<file path="src/rtl/mine_placer.sv">
// rtl/mine_placer.sv - LFSR-driven mine placement for the 5x5 minesweeper board
//
// On an accepted start, clears the board and draws candidate cells from the low
// five bits of a free-running 16-bit Galois LFSR. It keeps drawing until
// NUM_MINES distinct cells are set. Cells >= 25, already-mined cells and the
// captured safe cell are rejected.
//
// Ports:
//   i_clka        - system clock, state updates on the falling edge
//   i_restart     - asynchronous active-high reset
//   i_start       - request a new board (honoured in IDLE and DONE)
//   i_safe_cell   - cell kept mine-free (>= 25 means none), captured with start
//   i_seed_load   - load i_seed_in into the LFSR on this edge
//   i_seed_in     - new seed; zero is replaced by SEED
//   o_mines       - mine mask, bit i = cell i (row-major)
//   o_mine_count  - mines placed so far on the current board
//   o_busy        - placement in progress
//   o_place_done  - o_mines complete and stable

module mine_placer #(
    parameter int          NUM_MINES = 3,
    parameter logic [15:0] SEED      = 16'hACE1
) (
    input  logic        i_clka,
    input  logic        i_restart,
    input  logic        i_start,
    input  logic [4:0]  i_safe_cell,
    input  logic        i_seed_load,
    input  logic [15:0] i_seed_in,
    output logic [24:0] o_mines,
    output logic [4:0]  o_mine_count,
    output logic        o_busy,
    output logic        o_place_done
);

    localparam logic [4:0]  LP_NUM  = 5'(NUM_MINES);
    localparam logic [15:0] LP_TAPS = 16'hB400;

    typedef enum logic [1:0] {
        ST_IDLE = 2'd0,
        ST_DRAW = 2'd1,
        ST_DONE = 2'd2
    } state_t;

    state_t      r_state;
    state_t      w_state_next;

    logic [15:0] r_lfsr;
    logic [24:0] r_mines;
    logic [4:0]  r_mine_count;
    logic [4:0]  r_safe;
    logic        r_busy;
    logic        r_place_done;

    logic [15:0] w_lfsr_step;
    logic [15:0] w_lfsr_next;
    logic [4:0]  w_cand;
    logic [24:0] w_cand_onehot;
    logic        w_start_ok;
    logic        w_accept;
    logic        w_last;
    logic [4:0]  w_count_inc;
    logic        w_busy_next;
    logic        w_done_next;

    // Right-shifting Galois step; the LFSR runs on every edge so user timing
    // feeds the randomness.
    assign w_lfsr_step = {1'b0, r_lfsr[15:1]} ^ (r_lfsr[0] ? LP_TAPS : 16'h0000);
    assign w_lfsr_next = i_seed_load ? ((i_seed_in == 16'h0000) ? SEED : i_seed_in)
                                     : w_lfsr_step;

    // Candidate is the LFSR value before this edge's advance.
    assign w_cand        = r_lfsr[4:0];
    // Shifts past bit 24 fall off, and those candidates are rejected anyway.
    assign w_cand_onehot = 25'd1 << w_cand;
    assign w_start_ok    = i_start && (r_state != ST_DRAW);
    assign w_accept      = (r_state == ST_DRAW)
                        && (w_cand < 5'd25)
                        && ((w_cand_onehot & r_mines) == 25'd0)
                        && (w_cand != r_safe);
    assign w_count_inc   = r_mine_count + 5'd1;
    assign w_last        = w_accept && (w_count_inc == LP_NUM);

    // State register
    always_ff @(negedge i_clka or posedge i_restart) begin
        if (i_restart) begin
            r_state <= ST_IDLE;
        end else begin
            r_state <= w_state_next;
        end
    end

    // Next-state logic
    always_comb begin
        w_state_next = r_state;
        case (r_state)
            ST_IDLE: if (i_start) w_state_next = ST_DRAW;
            ST_DRAW: if (w_last)  w_state_next = ST_DONE;
            ST_DONE: if (i_start) w_state_next = ST_DRAW;
            default: w_state_next = ST_IDLE;
        endcase
    end

    // Output decode from the next state, registered below so status flags
    // change on the same edge as the mask.
    always_comb begin
        w_busy_next = 1'b0;
        w_done_next = 1'b0;
        case (w_state_next)
            ST_DRAW: w_busy_next = 1'b1;
            ST_DONE: w_done_next = 1'b1;
            default: ;
        endcase
    end

    // Datapath and registered outputs
    always_ff @(negedge i_clka or posedge i_restart) begin
        if (i_restart) begin
            r_lfsr       <= SEED;
            r_mines      <= 25'd0;
            r_mine_count <= 5'd0;
            r_safe       <= 5'd31;
            r_busy       <= 1'b0;
            r_place_done <= 1'b0;
        end else begin
            r_lfsr       <= w_lfsr_next;
            r_busy       <= w_busy_next;
            r_place_done <= w_done_next;
            if (w_start_ok) begin
                r_mines      <= 25'd0;
                r_mine_count <= 5'd0;
                r_safe       <= i_safe_cell;
            end else if (w_accept) begin
                r_mines      <= r_mines | w_cand_onehot;
                r_mine_count <= w_count_inc;
            end
        end
    end

    assign o_mines      = r_mines;
    assign o_mine_count = r_mine_count;
    assign o_busy       = r_busy;
    assign o_place_done = r_place_done;

endmodule

</file>
<file path="config.mk">
export PLATFORM = sky130hd
export DESIGN_NAME = mine_placer
export DESIGN_NICKNAME = d
export VERILOG_FILES = /design/src/rtl/mine_placer.sv
export SDC_FILE = /design/constraint.sdc
export NUM_CORES = 1
export LEC_CHECK = 0
export ABC_AREA = 1
export BUFFER_PORTS_ARGS = -buffer_cell sky130_fd_sc_hd__buf_2
export CORE_MARGIN = 2
export CORE_UTILIZATION = 29
export CTS_BUF_LIST = sky130_fd_sc_hd__clkbuf_2 sky130_fd_sc_hd__clkbuf_4 sky130_fd_sc_hd__clkbuf_8
export DETAILED_ROUTE_END_ITERATION = 10
export PLACE_DENSITY = 0.58
export SLEW_MARGIN = 30
export SYNTH_ARGS = -nofsm -noshare
export SYNTH_HDL_FRONTEND = slang
export SYNTH_SLANG_ARGS = --single-unit
</file>
<file path="constraint.sdc">
create_clock -name i_clka -period 3.01 [get_ports i_clka]
set_input_delay 0.602 -clock i_clka [delete_from_list [all_inputs] [get_ports i_clka]]
set_output_delay 0.602 -clock i_clka [all_outputs]
set_load 0.01 [all_outputs]
</file>
==> results.cfg <==
[pwr]
finalPower_mw = 3.39
p_sw_mw = 1.42
p_seq_share_pct = 34.7
p_comb_share_pct = 50.4
power_switching_share_pct = 41.9
internal-power_mw = 1.97
ir_drop_v = 0.000301
p_leak_nw = 2.17
p_clk_share_pct = 14.8
cellPowerDensity_nw_per_um2 = 861

[final_layout]
multi_input_area_um2 = 1460
antenna_cells = 0
utilization_pct = 38.3
drive_gt1_share_pct = 32.4
syn2layout_area_growth_pct = 28.4
nFillCells = 1109
seqCellArea_um2 = 1390
fin_area_um2 = 3940
nets = 516

[worst_setup_path]
critical_path.n_buffers_inverters = 1
cp_max_fo = 2
rrSetupSlack_ns = 0.56
reg2regPathDepth = 11
r2r_start = r_lfsr[4]$_DFF_NP0_
end_kind = output pin
startpoint_type = register
crit_path_max_incr_delay_ns = 0.44
arrival_ns = 2.40
crit_family = flip-flops
required_ns = 2.41
worstPathCellList = buf_2
critical_path_class = reg -> out
cpMaxStageDelayCell = dfrtn_1
worstReg2RegEnd = o_mine_count[1]$_DFFE_NP0P_

[routing]
routed-via-count = 3047
wire_per_inst_um = 12.7
drt_iter0_drc = 147
avgViaCountPerCell = 4.87
totalWireLength_um = 7960
drt_first_pass_iters = 4
ant_nets = 0
drcViolationCount = 0

[yosys]
muxShareOfSynthArea_pct = 0.735
synthSimpleGateAreaFrac_pct = 37.6
synth_compound_area_share_pct = 6.37
synth_area_leader_cell = dfrtn_1
synthDistinctLibCells = 31
synthesis.nets = 419
ys_ff_latch = 55
syn_area_per_cell_um2 = 7.82
synthCells = 392
yosysWarnings = 0
ys_seq_area_share_pct = 45.4
synth_top_family_by_area = simple AND/OR/NAND/NOR gates
netlist.area_leader.share_pct = 34.3
synthesis.area_um2 = 3070
synthXorXnorAreaFrac_pct = 1.71
post_synth_fa_ha_maj_area_fraction_pct = 0.816
ys_top_cells_by_area = dfrtn_1, nand2_1, dfstp_2, nand4_1, nand3_1

[timing]
setup_violations = 0
worst_pin_slew_ns = 0.627
layout_setup_ws_ns = 0.00953
worst_slew_margin_rel_pct = 58.1
slew_violations = 0
rsz0062_at_grt = true
skew_ns = 0.0613
finalHoldViolCount = 0

[floorplanning]
start_util_pct = 29.8
die-width_um = 107
die_h_um = 107
fp.coreArea_um2 = 10300
rows = 37
die_area_um2 = 11400
io_pins = 57

[placed_design]
place_congestion = 0.856
port_buffers = 56
dpl.hpwl_um = 5610
dp_slack_ns = -0.0494
placed_cell_area_um2 = 3560

[clock_network]
cts_buffer_depth = 2
holdBufCountCts = 0
cts-buffers-inserted = 5
cts_tree = yes
cts.sinks = 55
ctsRootBufferMaster = clkbuf_8
clk_pin_slew_ns = 0.07
insertion_delay_ns = 0.37
htree_levels = 2

[worst_hold_path]
hold_path_startpoint = r_lfsr[9]$_DFF_NP0_
worstHoldPathCells = 2
hp-class = reg -> reg
hold_end = r_lfsr[8]$_DFF_NP0_

[grt]
antenna_found_initial = 0
grt_start_max_net_pins = 54
first_global_vias = 2906
track_usage_pct = 14.5
grt_pass1_wl_um = 13600
grt_overflow = 0

[job]
drv_cap = 0

[outcome]
outcome = completed
[repair_timing]
item,4_1_cts,5_1_grt
gates resized for setup,0,0
setup endpoints to repair,28,12
buffers inserted,28,4
[worst max path at each step]
| stage | from | end | depth (start not counted) |
|---|---|---|---|
| finish | o_mines[17]$_DFFE_NP0P_ | o_mines[17] | 1 |
| global placement | i_seed_in[12] | r_lfsr[0]$_DFF_NP1_ | 5 |
| detailed placement | i_seed_in[12] | r_lfsr[15]$_DFF_NP1_ | 5 |
| CTS | o_mines[17]$_DFFE_NP0P_ | o_mines[17] | 1 |
| floorplan | i_seed_load | r_lfsr[12]$_DFF_NP0_ | 5 |
| global route | o_mines[17]$_DFFE_NP0P_ | o_mines[17] | 1 |
[flip-flops by register name, summed over array words and instances (netlist names)]
register      count
o_busy            1
o_mine_count      5
o_mines          25
o_place_done      1
r_lfsr           16
r_safe            5
r_state           2
[per-layer routing]
metal	wire length [µm]	vias up	GRT usage, %
met5	0	-	0
met4	132	0	3.99
met3	316	14	2.43
met2	3680	67	23.7
met1	3830	1446	19.9
li1	-	1520	-
[Yosys cell counts, drive strengths merged]
cell,instances
nand2,96
nand3,47
nor2,44
dfrtn,42
nand4,39
inv,24
buf,16
dfstp,13
clkbuf,11
or2,10
o21ai,9
a31o,8
a21oi,7
nor4,5
xnor2,5
a22oi,4
nor3,3
a21o,2
ha,2
mux2,2
clkinv,1
nand3b,1
xor2,1
[power groups by stage]
stage,clock (mW),combinational [mW],sequential (mW)
after detailed placement,0.0285,1.39,1.27
after global placement,0.0285,1.37,1.27
after CTS,0.523,1.69,1.17
after global routing,0.569,1.92,1.21
final,0.503,1.71,1.18
after floorplan,0.0285,0.895,1.28
[metrics by stage]
step,hold WS (ns),cells,setup TNS [ns]
final,0.399,626,0
after global routing,0.418,626,-0.157
after CTS,0.400,622,-0.0206
after detailed placement,0.397,574,-0.285
after global placement,0.393,574,-0.0803
after floorplan,0.379,392,0
[placed cells by master (no fill, tap or decap), types with 2 or more instances in the layout]
cell type	netlist	final
nand4_1	39	39
a22oi_1	4	4
buf_2	13	56
dfrtn_1	42	42
a21oi_1	7	7
xnor2_1	5	5
a31o_2	8	8
inv_6	0	3
nor2_1	40	40
nor4_1	5	5
nand2_2	2	2
nor2_2	3	3
buf_4	3	47
nor3_1	2	2
or2_2	10	10
clkbuf_8	0	5
nand3_1	47	47
inv_2	2	2
buf_12	0	2
inv_1	21	32
o21ai_1	3	2
a21o_1	2	2
ha_1	2	2
dfstp_2	13	13
nand2_1	94	94
o21ai_0	6	6
mux2_2	2	2
[worst register-to-register path, delay by kind of cell (launching register included)]
kind	cells	cell delay, ns
AND/OR/NAND/NOR	9	1.34
flip-flops	1	0.81
buffers and inverters	1	0.07
AO/OA/AOI/OAI	1	0.09
[logic make-up after synthesis]
kind of cell / Yosys count
and+or+nand+nor: 245
AOI/OAI and AO/OA: 30
adders and majority gates: 2
xor gates and xnor gates: 6
buffers and inverters: 52
muxes: 2
DFF: 55
[layout make-up]
class                   count  area share (%)
inverters                  24            2.48
flip-flops and latches     55            35.4
clock buffers               5            1.75
multi-input cells         285            37.1
well taps                 136            4.32
repair buffers            105            17.1
clock inverters            16            1.91
No activity file was read; power rests on OpenSTA's default activity.
